$ cat config.mk
export PLATFORM = sky130hd
export DESIGN_NAME = rob_completion_arbiter
export DESIGN_NICKNAME = d
export VERILOG_FILES = /design/src/rtl/completion_pkg.sv /design/src/rtl/cpl_fifo.sv /design/src/rtl/rob_completion_arbiter.sv
export SDC_FILE = /design/constraint.sdc
export NUM_CORES = 1
export LEC_CHECK = 0
export BUFFER_PORTS_ARGS = -buffer_cell sky130_fd_sc_hd__buf_2
export CAP_MARGIN = 20
export CORE_MARGIN = 4
export CORE_UTILIZATION = 54
export CTS_CLUSTER_SIZE = 40
export DETAILED_ROUTE_END_ITERATION = 6
export PLACE_DENSITY_LB_ADDON = 0.05
export RECOVER_POWER = 100
export SLEW_MARGIN = 15
export SYNTH_ARGS = -nofsm -noshare
export SYNTH_HDL_FRONTEND = slang
export SYNTH_SLANG_ARGS = --single-unit
$ cat constraint.sdc
create_clock -name clk -period 3.2 [get_ports clk]
set_input_delay 0.48 -clock clk [delete_from_list [all_inputs] [get_ports clk]]
set_output_delay 0.48 -clock clk [all_outputs]
set_load 0.02 [all_outputs]
$ cat src/rtl/completion_pkg.sv
`default_nettype none
// ============================================================================
// Package  : completion_pkg
// Brief    : shared types and helpers for the ROB completion arbiter.
// Revision : 1.0
// ============================================================================
package completion_pkg;

  localparam int CPL_INST_ID_BITS = 6;
  localparam int CPL_FU_COUNT     = 4;

  // Index width that stays legal for a single-FU build.
  function automatic int fu_idx_bits(input int n);
    return (n > 1) ? $clog2(n) : 1;
  endfunction

  localparam int FU_IDX_BITS = fu_idx_bits(CPL_FU_COUNT);

  typedef struct packed {
    logic [CPL_INST_ID_BITS-1:0] inst_id;
    logic [FU_IDX_BITS-1:0]      fu_idx;
  } cpl_entry_t;

  function automatic int rr_index(input int base, input int offset, input int n);
    return (base + offset) % n;
  endfunction

endpackage
`default_nettype wire

$ cat src/rtl/cpl_fifo.sv
`default_nettype none
// ============================================================================
// Module   : cpl_fifo
// Brief    : single-FU completion FIFO; push while full without pop is dropped.
// Revision : 1.0
// ============================================================================
module cpl_fifo
  import completion_pkg::*;
#(
  parameter int  DEPTH = 4,
  parameter type T     = cpl_entry_t
) (
  input  logic                   clk,
  input  logic                   rst,
  input  logic                   i_push,
  input  T                       i_data,
  input  logic                   i_pop,
  output T                       o_head,
  output logic                   o_full,
  output logic                   o_empty,
  output logic [$clog2(DEPTH):0] o_count
);

  localparam int PW = $clog2(DEPTH);

  T               r_mem [DEPTH];
  logic [PW-1:0]  r_wr;
  logic [PW-1:0]  r_rd;
  logic [PW:0]    r_cnt;
  logic           w_push;
  logic           w_pop;

  assign o_full  = (r_cnt == (PW+1)'(DEPTH));
  assign o_empty = (r_cnt == '0);
  assign o_count = r_cnt;
  assign o_head  = r_mem[r_rd];

  assign w_pop  = i_pop & ~o_empty;
  // A pop frees the slot in the same edge, so a full FIFO still accepts.
  assign w_push = i_push & (~o_full | w_pop);

  always_ff @(posedge clk or negedge rst) begin
    if (!rst) begin
      r_wr  <= '0;
      r_rd  <= '0;
      r_cnt <= '0;
    end else begin
      if (w_push) r_wr <= r_wr + PW'(1);
      if (w_pop)  r_rd <= r_rd + PW'(1);
      case ({w_push, w_pop})
        2'b10:   r_cnt <= r_cnt + (PW+1)'(1);
        2'b01:   r_cnt <= r_cnt - (PW+1)'(1);
        default: r_cnt <= r_cnt;
      endcase
    end
  end

  always_ff @(posedge clk) begin
    if (w_push) r_mem[r_wr] <= i_data;
  end

endmodule
`default_nettype wire

$ cat src/rtl/rob_completion_arbiter.sv
`default_nettype none
// ============================================================================
// Module   : rob_completion_arbiter
// Brief    : per-FU completion FIFOs merged round-robin onto the ROB port;
//            CPL_BYPASS_EN adds a zero-latency path for empty FIFOs.
// Revision : 1.0
// ============================================================================
module rob_completion_arbiter
  import completion_pkg::*;
#(
  parameter int INST_ID_BITS = 6,
  parameter int FU_COUNT     = 4,
  parameter int FIFO_DEPTH   = 4,
  parameter int STALL_THRESH = 2
) (
  input  logic                                  clk,
  input  logic                                  rst,
  input  logic [FU_COUNT-1:0]                   fu_valid,
  input  logic [FU_COUNT-1:0][INST_ID_BITS-1:0] fu_inst_id,
  output logic [FU_COUNT-1:0]                   fu_stall,
  output logic                                  cpl_valid,
  input  logic                                  cpl_ready,
  output logic [INST_ID_BITS-1:0]               cpl_inst_id,
  output logic [fu_idx_bits(FU_COUNT)-1:0]      cpl_fu_idx,
  output logic                                  overflow_err
);

  localparam int FU_IDX_W = fu_idx_bits(FU_COUNT);
  localparam int CNT_W    = $clog2(FIFO_DEPTH) + 1;

  typedef struct packed {
    logic [INST_ID_BITS-1:0] inst_id;
    logic [FU_IDX_W-1:0]     fu_idx;
  } entry_t;

  logic [FU_COUNT-1:0] w_push_req;
  logic [FU_COUNT-1:0] w_pop;
  logic [FU_COUNT-1:0] w_full;
  logic [FU_COUNT-1:0] w_empty;
  logic [FU_COUNT-1:0] w_drop;
  logic [FU_COUNT-1:0] w_cand;
  logic [FU_COUNT-1:0] w_stall_nxt;
  entry_t              w_head [FU_COUNT];
  logic [CNT_W-1:0]    w_cnt  [FU_COUNT];
  logic [CNT_W-1:0]    w_cnt_nxt;

  logic                w_any;
  logic [FU_IDX_W-1:0] w_grant;
  logic [FU_IDX_W-1:0] w_scan_idx;
  logic [FU_IDX_W-1:0] w_rr_nxt;
  logic                w_bypass;
  logic                w_hs;

  logic [FU_IDX_W-1:0] r_rr_ptr;
  logic                r_lock_vld;
  logic [FU_IDX_W-1:0] r_lock_idx;
  logic [FU_COUNT-1:0] r_stall;
  logic                r_ovf;

  for (genvar gi = 0; gi < FU_COUNT; gi++) begin : g_fifo
    entry_t w_in;
    assign w_in.inst_id = fu_inst_id[gi];
    assign w_in.fu_idx  = FU_IDX_W'(gi);

    cpl_fifo #(
      .DEPTH (FIFO_DEPTH),
      .T     (entry_t)
    ) u_fifo (
      .clk     (clk),
      .rst     (rst),
      .i_push  (w_push_req[gi]),
      .i_data  (w_in),
      .i_pop   (w_pop[gi]),
      .o_head  (w_head[gi]),
      .o_full  (w_full[gi]),
      .o_empty (w_empty[gi]),
      .o_count (w_cnt[gi])
    );
  end

`ifdef CPL_BYPASS_EN
  assign w_cand   = ~w_empty | fu_valid;
  assign w_bypass = w_any & w_empty[w_grant];
`else
  assign w_cand   = ~w_empty;
  assign w_bypass = 1'b0;
`endif

  // A stalled grant is held so the presented payload cannot change under the ROB.
  always_comb begin
    w_any      = 1'b0;
    w_grant    = '0;
    w_scan_idx = '0;
    if (r_lock_vld) begin
      w_any   = 1'b1;
      w_grant = r_lock_idx;
    end else begin
      for (int k = 0; k < FU_COUNT; k++) begin
        w_scan_idx = FU_IDX_W'(rr_index(int'(r_rr_ptr), k, FU_COUNT));
        if (!w_any && w_cand[w_scan_idx]) begin
          w_any   = 1'b1;
          w_grant = w_scan_idx;
        end
      end
    end
  end

  assign w_hs     = w_any & cpl_ready;
  assign w_rr_nxt = (w_grant == FU_IDX_W'(FU_COUNT - 1)) ? '0 : w_grant + FU_IDX_W'(1);

  always_comb begin
    cpl_valid   = w_any;
    cpl_inst_id = '0;
    cpl_fu_idx  = '0;
    if (w_any) begin
      if (w_bypass) begin
        cpl_inst_id = fu_inst_id[w_grant];
        cpl_fu_idx  = w_grant;
      end else begin
        cpl_inst_id = w_head[w_grant].inst_id;
        cpl_fu_idx  = w_head[w_grant].fu_idx;
      end
    end
  end

  always_comb begin
    w_pop       = '0;
    w_push_req  = '0;
    w_drop      = '0;
    w_stall_nxt = '0;
    w_cnt_nxt   = '0;
    for (int i = 0; i < FU_COUNT; i++) begin
      w_pop[i]       = w_hs & ~w_bypass & (w_grant == FU_IDX_W'(i));
      // An accepted bypass completion never enters its FIFO.
      w_push_req[i]  = fu_valid[i] & ~(w_hs & w_bypass & (w_grant == FU_IDX_W'(i)));
      w_drop[i]      = w_push_req[i] & w_full[i] & ~w_pop[i];
      w_cnt_nxt      = w_cnt[i] + CNT_W'(w_push_req[i] & ~w_drop[i]) - CNT_W'(w_pop[i]);
      w_stall_nxt[i] = (w_cnt_nxt >= CNT_W'(STALL_THRESH));
    end
  end

  always_ff @(posedge clk or negedge rst) begin
    if (!rst) begin
      r_rr_ptr   <= '0;
      r_lock_vld <= 1'b0;
      r_lock_idx <= '0;
      r_stall    <= '0;
      r_ovf      <= 1'b0;
    end else begin
      if (w_hs) begin
        r_rr_ptr   <= w_rr_nxt;
        r_lock_vld <= 1'b0;
      end else if (w_any) begin
        r_lock_vld <= 1'b1;
        r_lock_idx <= w_grant;
      end
      r_stall <= w_stall_nxt;
      if (|w_drop) r_ovf <= 1'b1;
    end
  end

  assign fu_stall     = r_stall;
  assign overflow_err = r_ovf;

endmodule
`default_nettype wire

==> flow_metrics.py, run 1 <==
metrics = {
    "outcome": {
        "status": "complete, but fails checks",
        "violations": "max-capacitance violations, max-slew violations, negative setup slack",
    },
    "drt": {
        "num_vias": 3531,
        "routedWlPerCell_um": 18.0,
        "drtPass1Iterations": 4,
        "drc": 0,
        "via_per_inst": 5.30,
        "final_antenna_net_count": 0,
        "wl_um": 12000,
        "drt_iter0_drc": 158,
    },
    "critical_path": {
        "end_kind": "output port",
        "path_class": "flip-flop to output port",
        "crit_family": "buffers and inverters",
        "rrSetupSlack_ns": 0.05,
        "r2r-end": "g_fifo[2].u_fifo.o_count[2]$_DFFE_PN0P_",
        "max_stage_delay_ns": 0.45,
        "critPathSlowestCell": "dfrtp_2",
        "crit_fanout": 6,
        "r2r_start": "g_fifo[3].u_fifo.o_count[1]$_DFFE_PN0P_",
        "r2r_cells": 13,
        "crit_path_start_kind": "flip-flop",
        "cp_data_arrival_time_ns": 2.72,
        "crit_path_cell_trace": "nor3_4 > buf_6 > a31oi_4 > o41ai_2 > buf_4 > buf_8 > buf_8 > mux2i_2 > nand2_1 > and3_4 > buf_6",
        "critical_path_buf_inv_count": 5,
        "cp.required_ns": 2.72,
    },
    "synth": {
        "synth_seq_cells": 134,
        "syn_area_um2": 6280,
        "synthFlopType": "edfxtp_1",
        "syn_area_per_cell_um2": 15.2,
        "syn_inst": 412,
        "synth_cell_types": 49,
        "yosysWarnings": 0,
        "synth_edf_count": 96,
        "ys_async_sr_fraction_pct": 28.4,
        "synthesis.nets": 475,
        "seq_area_frac_synth_pct": 61.1,
    },
    "timing": {
        "fmax_mhz": 312,
        "maxSlewHeadroom_pct": -42.7,
        "hold_violations": 0,
        "setup_violations": 1,
        "rsz0062_at_grt": "true",
        "whs_ns": 0.314,
        "maxSlewViolCount": 39,
        "finalClockSkew_ns": 0.0131,
        "worst_slack_ns": -0.00110,
        "fin_crit_ns": 3.20,
        "fin_crit_sh_pct": 100,
        "worst_pin_slew_ns": 2.14,
    },
    "clocking": {
        "cts_root_buf": "clkbuf_16",
        "cts.sinks": 134,
        "htreeDepth": 4,
        "clkTransAtPathRegs_ns": 0.06,
        "cts.path.max_buffers": 2,
        "insertion_delay_ns": 0.42,
        "cts_buffers": 17,
        "cts_tree": "built",
    },
    "finish": {
        "final_core_util_pct": 68.8,
        "final_cell_mix": "edfxtp_1, buf_4, dfrtp_1",
        "drive_gt1_share_pct": 32.7,
        "diodes": 0,
        "final_common_cell": "edfxtp_1",
        "fin_cells": 666,
        "fin_area_um2": 7860,
        "fin_nets": 573,
        "syn_to_final_growth_pct": 25.1,
    },
    "global_route": {
        "track_usage_pct": 19.8,
        "antenna_found_initial": 0,
        "grt_max_degree": 39,
        "grt_pass1_vias": 3758,
        "grt_pass1_wl_um": 19500,
        "grt_overflow": 0,
    },
    "floorplan": {
        "die_x_um": 116,
        "start_util_pct": 55.0,
        "die_h_um": 116,
        "rows": 39,
        "core_area_um2": 11400,
        "num_io_pins": 45,
        "dieArea_um2": 13400,
    },
    "placement": {
        "place_ws_ns": -0.0291,
        "dpl.cell_count": 622,
        "dp_hpwl_um": 8340,
        "post_dp_cell_area_um2": 6920,
        "place.gp.congestion": 0.859,
        "io_buffers": 44,
    },
    "worst_hold_path": {
        "hp-class": "input pin to flip-flop",
        "hold_end": "r_lock_vld$_DFFE_PN0P_",
        "hold_depth": 2,
        "holdCritStartpoint": "cpl_ready",
    },
    "run": {
        "max_cap_viol_count": 1,
    },
    "power": {
        "p_leak_nw": 3.00,
        "peakVddDrop_mv": 0.847,
        "p_per_area_nw_per_um2": 1050,
    },
}
## final cells by class
class | instances | area (um^2)
clock buffer | 18 | 429
clock inverter | 14 | 169
fill | 835 | 3560
inverter | 26 | 97.6
multi-input combinational | 231 | 2470
sequential | 134 | 3840
tap | 143 | 179
timing repair buffer | 100 | 674
## how the worst max path moves through the flow
stage	startpoint	end	slack, ns	cells after the start
6_report	g_fifo[1].u_fifo.o_count[0]$_DFFE_PN0P_	cpl_inst_id[3]	-0.001	11
3_5_place_dp	g_fifo[2].u_fifo.o_count[2]$_DFFE_PN0P_	fu_stall[3]$_DFF_PN0_	-0.03	12
2_1_floorplan	g_fifo[3].u_fifo.o_count[1]$_DFFE_PN0P_	g_fifo[2].u_fifo.o_count[2]$_DFFE_PN0P_	0.009	13
5_1_grt	g_fifo[2].u_fifo.o_count[2]$_DFFE_PN0P_	g_fifo[2].u_fifo.o_count[2]$_DFFE_PN0P_	-0.19	14
4_1_cts	g_fifo[0].u_fifo.o_count[0]$_DFFE_PN0P_	cpl_inst_id[2]	0.007	11
3_3_place_gp	g_fifo[3].u_fifo.o_count[1]$_DFFE_PN0P_	g_fifo[0].u_fifo.o_count[2]$_DFFE_PN0P_	0.03	13
## timing repair
action,4_1_cts,5_1_grt
buffers inserted,4,8
hold buffers,0,0
resized for setup,10,55
endpoints found under the setup margin,12,18
pin swaps,1,18
## cell families (layout without fill, tap and decap cells)
logic type	after synthesis	in the layout	synth area share, %
multiplexers	46	46	12.3
flip-flops	134	134	61.1
AO/OA/AOI/OAI	22	22	2.87
adder cells (fa/ha/maj)	32	32	7.34
AND/OR/NAND/NOR	98	98	8.81
XOR/XNOR	33	33	4.60
buffers and inverters	47	158	3.01
## metrics by stage
step | setup TNS, ns | total power [W]
after floorplan | 0 | 0.00479
after global placement | 0 | 0.00573
after detailed placement | -0.0291 | 0.00578
after global routing | -1.98 | 0.00883
final | -0.00110 | 0.00825
after CTS | 0 | 0.00787
## sequential cells by signal (all words and copies together) (netlist names)
| name | flops |
|---|---|
| fu_stall | 4 |
| r_rr_ptr | 2 |
| r_lock_vld | 1 |
| overflow_err | 1 |
| g_fifo.u_fifo.o_count | 12 |
| g_fifo.u_fifo.r_wr | 8 |
| g_fifo.u_fifo.r_mem | 96 |
| g_fifo.u_fifo.r_rd | 8 |
| r_lock_idx | 2 |
## cells in the mapped netlist, types with 2 or more instances
library cell | instances | area, um^2
edfxtp_1 | 96 | 2880
dfrtp_1 | 38 | 951
inv_1 | 25 | 93.8
nand2_1 | 25 | 93.8
ha_1 | 24 | 300
mux4_2 | 24 | 541
and2_1 | 19 | 119
xnor2_1 | 18 | 158
mux2i_1 | 16 | 160
xor2_1 | 15 | 131
buf_1 | 10 | 37.5
nor2_1 | 10 | 37.5
fa_1 | 8 | 160
nand3_1 | 7 | 35.0
and3_1 | 6 | 37.5
o21ai_0 | 6 | 30.0
clkbuf_1 | 5 | 18.8
nor3_1 | 5 | 25.0
nor4_1 | 5 | 31.3
buf_2 | 4 | 20.0
nand2b_1 | 4 | 25.0
nor4b_1 | 4 | 35.0
mux2_2 | 3 | 33.8
nor2b_1 | 3 | 18.8
or3_1 | 3 | 18.8
a21oi_1 | 2 | 10.0
buf_4 | 2 | 15.0
mux2_1 | 2 | 22.5
nor3_2 | 2 | 20.0
o21a_2 | 2 | 17.5
## layer usage
layer,track usage (%),vias to the layer above,wire [um]
met5,0,-,0
met3,6.37,6,522
met1,27.7,1748,5590
met2,29.6,76,5770
met4,6.65,0,84
li1,-,1701,-
## power by group
| part | internal, W | switching [W] |
|---|---|---|
| combinational | 0.00183 | 0.00167 |
| sequential | 0.00239 | 0.000421 |
| clock | 0.00117 | 0.000767 |
| total | 0.00539 | 0.00286 |
No activity file was read; power rests on OpenSTA's default activity.
==> inputs of run 2 (changes only) <==
CORE_MARGIN = 8   (was 4)
==> run 2 against run 1 <==
  * The run still ends with max-capacitance violations, max-slew violations, negative setup slack left
  * Sequential power grew 2%
  * Design area barely moved
  * Utilization up 0.23 points
  * Clock power grew 4%
  * Critical endpoint is now cpl_inst_id[0]
  * Largest cell class unchanged
==> flow_metrics.py, run 2 (same netlist as run 1, synthesis figures left out) <==
metrics = {
    "finish": {
        "drive_gt1_share_pct": 33.3,
        "fill_cells": 782,
        "syn_to_final_growth_pct": 25.0,
        "final_cell_mix": "edfxtp_1, buf_4, dfrtp_1",
        "fin_nets": 573,
        "largest_reg_flops": 96,
        "diodes": 0,
        "regMostFlops": "g_fifo.u_fifo.r_mem",
        "final_common_cell": "edfxtp_1",
        "fin_cells": 666,
    },
    "floorplan": {
        "die_h_um": 124,
        "start_util_pct": 55.2,
        "dieArea_um2": 15300,
        "die_x_um": 124,
        "num_io_pins": 45,
        "rows": 39,
        "core_area_um2": 11400,
    },
    "timing": {
        "fmax_mhz": 309,
        "worst_pin_slew_ns": 2.13,
        "maxSlewHeadroom_pct": -41.9,
        "rsz0062_at_grt": "true",
        "fin_crit_ns": 3.24,
        "hold_violations": 0,
        "setup_violations": 6,
        "worst_slack_ns": -0.0409,
        "fin_crit_sh_pct": 101,
        "maxSlewViolCount": 39,
        "finalClockSkew_ns": 0.0107,
    },
    "global_route": {
        "grt_pass1_vias": 3786,
        "grt_overflow": 0,
        "track_usage_pct": 17.9,
        "antenna_found_initial": 0,
        "grt_max_degree": 39,
        "grt_pass1_wl_um": 20100,
    },
    "drt": {
        "drt_iter0_drc": 257,
        "wl_um": 12900,
        "final_antenna_net_count": 0,
        "drc": 0,
        "via_per_inst": 5.47,
        "routedWlPerCell_um": 19.4,
        "drtPass1Iterations": 4,
        "num_vias": 3642,
    },
    "placement": {
        "place.gp.congestion": 0.886,
        "dp_hpwl_um": 8590,
        "io_buffers": 44,
        "dpl.cell_count": 614,
    },
    "clocking": {
        "cts_buffers": 17,
        "cts_tree": "built",
        "insertion_delay_ns": 0.42,
        "clkTransAtPathRegs_ns": 0.06,
        "cts_root_buf": "clkbuf_16",
        "cts.path.max_buffers": 2,
        "cts.sinks": 134,
        "htreeDepth": 4,
    },
    "critical_path": {
        "cp_data_arrival_time_ns": 2.76,
        "path_class": "flip-flop to output port",
        "crit_path_start_kind": "flip-flop",
        "cp.required_ns": 2.72,
        "end_kind": "output port",
        "crit_fanout": 7,
    },
    "outcome": {
        "status": "complete, but fails checks",
        "violations": "max-capacitance violations, max-slew violations, negative setup slack",
    },
    "power": {
        "p_per_area_nw_per_um2": 1060,
        "peakVddDrop_mv": 0.720,
        "total_power_w": 0.00832,
        "p_leak_nw": 3.02,
    },
    "run": {
        "max_cap_viol_count": 1,
    },
    "worst_hold_path": {
        "hp-class": "input pin to flip-flop",
    },
}
-- run 2: cell types whose count changed in the layout (fill, tap and decap cells not counted), moves of 2 or more --
cell,previous run,this run
buf_4,46,53
buf_6,11,6
buf_8,3,0
inv_6,2,5
mux2i_1,11,14
mux2i_2,4,1
buf_12,0,2
clkbuf_1,33,31
clkinv_2,0,2
clkinv_4,4,2
clkinvlp_4,3,1
-- run 2: per-stage QoR --
stage / setup WS (ns) / hold WS, ns / utilization, % / area [um^2] / TNS (ns)
2_1_floorplan: 0.00851 / 0.184 / - / 6280 / 0
3_5_place_dp: -0.0254 / 0.501 / 60.6 / 6890 / -0.0429
5_1_grt: -0.151 / 0.306 / 69.0 / 7850 / -1.61
3_3_place_gp: -0.0277 / 0.494 / 60.6 / 6890 / -0.0277
4_1_cts: -0.0424 / 0.210 / 67.0 / 7620 / -0.0424
6_report: -0.0409 / 0.311 / 69.0 / 7850 / -0.162
-- run 2: worst max-delay path, cell delays in order (launching register included) --
cell     delay (ns)
dfrtp_1        0.39
buf_6          0.13
or3_4          0.37
and2_4         0.16
o41ai_4        0.44
inv_2          0.17
buf_4          0.17
buf_6          0.12
nand2_1        0.06
and3_4         0.19
buf_4          0.14
-- run 2: metal layers --
metal / part of all wire, % / wire length (um) / track usage, % / up-vias
li1: - / - / - / 1716
met3: 4.5 / 576 / 5.62 / 11
met1: 45 / 5830 / 23.8 / 1847
met5: 0 / 0 / 0 / -
met2: 49 / 6360 / 26.9 / 68
met4: 1.3 / 168 / 7.22 / 0
-- run 2: final cells by class --
class | instances | area [um^2] | area share, %
Timing Repair Buffer | 100 | 662 | 8.43
Multi-Input combinational cell | 231 | 2450 | 31.2
Sequential cell | 134 | 3840 | 48.9
Tap cell | 143 | 179 | 2.28
Clock inverter | 15 | 191 | 2.44
Clock buffer | 17 | 425 | 5.42
Inverter | 26 | 100 | 1.28
-- run 2: timing repair --
action,in CTS,in global routing
hold buffers,0,0
pin swaps,8,21
setup buffers,5,15
gates resized for setup,19,37
endpoints found under the setup margin,13,15
-- run 2: path summary, 6_finish.rpt --
check	slack [ns]	cells after the start	startpoint	end
min in group asynchronous	0.68	1	rst	g_fifo[2].u_fifo.r_wr[1]$_DFFE_PN0P_
setup / recovery	-0.04	10	g_fifo[1].u_fifo.o_count[1]$_DFFE_PN0P_	cpl_inst_id[0]
setup reg to reg	0.02	13	g_fifo[1].u_fifo.o_count[1]$_DFFE_PN0P_	g_fifo[2].u_fifo.o_count[2]$_DFFE_PN0P_
max in group asynchronous	1.15	1	rst	g_fifo[2].u_fifo.o_count[0]$_DFFE_PN0P_
hold / removal	0.31	1	fu_inst_id[14]	g_fifo[2].u_fifo.r_mem[1][2]$_DFFE_PP_
hold reg to reg	0.51	1	r_lock_idx[1]$_DFFE_PN0P_	r_lock_idx[1]$_DFFE_PN0P_
-- run 2: power by group --
group          internal [W]  switching [W]
clock               0.00125       0.000775
combinational       0.00179        0.00165
sequential          0.00239       0.000470
total               0.00542        0.00290
==> inputs of run 3 (changes only) <==
CORE_UTILIZATION = 45   (was 54)
CTS_CLUSTER_DIAMETER = 200   (was default)
==> run 3 against run 2 <==
  * The flow still finishes with violations (max-capacitance violations, max-slew violations, negative setup slack)
  * Fmax up 0.12%
  * Largest power group unchanged
  * Clock skew down 0.0035 ns
  * Combinational power up 7.3%
  * Design area up 2.8%
  * Worst setup slack better by 0.0038 ns
==> flow_metrics.py, run 3 (same netlist as run 1, synthesis figures left out) <==
metrics = {
    "timing": {
        "worst_pin_slew_ns": 2.17,
        "hold_violations": 0,
        "worst_slack_ns": -0.0371,
        "fin_crit_ns": 3.24,
        "finalClockSkew_ns": 0.00717,
        "setup_tns_ns": -0.0781,
        "rsz0062_at_grt": "true",
        "fmax_mhz": 309,
        "maxSlewHeadroom_pct": -44.4,
        "maxSlewViolCount": 39,
        "setup_violations": 5,
        "fin_crit_sh_pct": 101,
    },
    "finish": {
        "diodes": 0,
        "largest_reg_flops": 96,
        "fin_nets": 578,
        "syn_to_final_growth_pct": 28.6,
        "ff_latch_area_um2": 3840,
        "final_cell_mix": "edfxtp_1, buf_4, dfrtp_1",
        "final_common_cell": "edfxtp_1",
        "multi_input_area_um2": 2570,
        "final_core_util_pct": 58.6,
        "regMostFlops": "g_fifo.u_fifo.r_mem",
        "drive_gt1_share_pct": 37.1,
        "fill_cells": 1109,
    },
    "global_route": {
        "grt_max_degree": 39,
        "grt_pass1_wl_um": 20600,
        "antenna_found_initial": 0,
        "grt_overflow": 0,
        "grt_pass1_vias": 3821,
        "track_usage_pct": 15.2,
    },
    "power": {
        "p_leak_nw": 3.05,
        "p_comb_share_pct": 43.7,
        "peakVddDrop_mv": 0.453,
        "clkPwrFrac_pct": 22.6,
        "sw_frac_of_total_pct": 35.0,
        "internal_power_w": 0.00549,
        "p_seq_share_pct": 33.7,
        "p_per_area_nw_per_um2": 1050,
        "switchingPower_w": 0.00295,
    },
    "clocking": {
        "insertion_delay_ns": 0.41,
        "cts_root_buf": "clkbuf_16",
        "cts.path.max_buffers": 2,
        "clkTransAtPathRegs_ns": 0.06,
        "cts_buffers": 17,
        "htreeDepth": 4,
        "cts_tree": "built",
        "cts.sinks": 134,
    },
    "outcome": {
        "status": "complete, but fails checks",
        "violations": "max-capacitance violations, max-slew violations, negative setup slack",
    },
    "floorplan": {
        "die_x_um": 134,
        "dieArea_um2": 18000,
        "start_util_pct": 45.6,
        "rows": 43,
        "core_area_um2": 13800,
        "num_io_pins": 45,
        "die_h_um": 134,
    },
    "drt": {
        "drc": 0,
        "wl_um": 12800,
        "drtPass1Iterations": 6,
        "final_antenna_net_count": 0,
        "routedWlPerCell_um": 18.1,
        "via_per_inst": 5.02,
        "drt_iter0_drc": 152,
        "num_vias": 3555,
    },
    "critical_path": {
        "crit_fanout": 7,
        "cp.required_ns": 2.72,
        "cp_data_arrival_time_ns": 2.76,
        "path_class": "flip-flop to output port",
        "r2r_cells": 13,
        "end_kind": "output port",
        "crit_path_start_kind": "flip-flop",
    },
    "placement": {
        "dp_hpwl_um": 9080,
        "place.gp.congestion": 0.859,
        "io_buffers": 44,
        "place_ws_ns": -0.168,
    },
    "worst_hold_path": {
        "hp-class": "input pin to flip-flop",
        "hold_depth": 2,
    },
    "run": {
        "max_cap_viol_count": 1,
    },
}
[run 3: cell types whose count changed in the layout (fill, tap and decap cells not counted), moves of 3 or more]
cell     before  now
mux2i_1      14   10
and2_1       17   14
inv_1        23   20
mux2i_4       1    4
and2_2        0    3
nand2_2       0    3
inv_2         2    6
buf_12        2    6
[run 3: worst max-delay path, stage by stage, from the launching register on]
cell and delay [ns]:
dfrtp_2 0.45, o31ai_4 0.33, a31oi_4 0.14, o41ai_4 0.43, buf_4 0.20, buf_12 0.15, mux2i_4 0.27, nand2_1 0.09
and3_4 0.17, buf_6 0.12
[run 3: stage by stage]
stage / hold WS, ns / power, W / cells / instance area, um^2
3_3_place_gp: 0.498 / 0.00584 / 667 / 7090
2_1_floorplan: 0.184 / 0.00479 / 412 / 6280
5_1_grt: 0.283 / 0.00899 / 708 / 8070
3_5_place_dp: 0.503 / 0.00591 / 667 / 7090
6_report: 0.309 / 0.00844 / 708 / 8070
4_1_cts: 0.227 / 0.00810 / 703 / 7850
[run 3: layout make-up]
type | instances | area share, %
clock inverters | 14 | 1.86
well taps | 180 | 2.79
repair buffers | 105 | 9.43
clock buffers | 18 | 5.32
flip-flops and latches | 134 | 47.6
inverters | 26 | 1.21
multi-input cells | 231 | 31.8
[run 3: timing repair]
action                     CTS  global route
pin swaps                    7            39
resized for setup           28            59
hold buffers                 0             0
setup buffers                4             6
setup endpoints to repair   19            17
[run 3: routing by layer]
layer  vias to the layer above  track usage [%]  part of all wire, %
met4                         0             4.43                  1.3
met5                         -                0                    0
met1                      1790             19.9                   46
li1                       1705                -                    -
met3                        10             4.71                  3.4
met2                        50             23.9                   49
[run 3: path summary, 6_finish.rpt]
| check | start | to | slack (ns) |
|---|---|---|---|
| max in group asynchronous | rst | g_fifo[1].u_fifo.o_count[0]$_DFFE_PN0P_ | 1.09 |
| min | cpl_ready | r_lock_vld$_DFFE_PN0P_ | 0.31 |
| min in group asynchronous | rst | g_fifo[2].u_fifo.r_wr[0]$_DFFE_PN0P_ | 0.70 |
| max | g_fifo[0].u_fifo.o_count[0]$_DFFE_PN0P_ | cpl_inst_id[2] | -0.04 |
| min reg2reg | r_lock_idx[0]$_DFFE_PN0P_ | r_lock_idx[0]$_DFFE_PN0P_ | 0.52 |
| max reg2reg | g_fifo[1].u_fifo.o_count[1]$_DFFE_PN0P_ | g_fifo[2].u_fifo.o_count[2]$_DFFE_PN0P_ | 0 |
[run 3: power by group through the flow]
stage	combinational (W)	clock, W	sequential, W
2_1_floorplan	0.00220	0	0.00259
3_3_place_gp	0.00303	0	0.00281
3_5_place_dp	0.00308	0	0.00283
4_1_cts	0.00333	0.00194	0.00284
5_1_grt	0.00403	0.00202	0.00293
6_report	0.00369	0.00191	0.00284
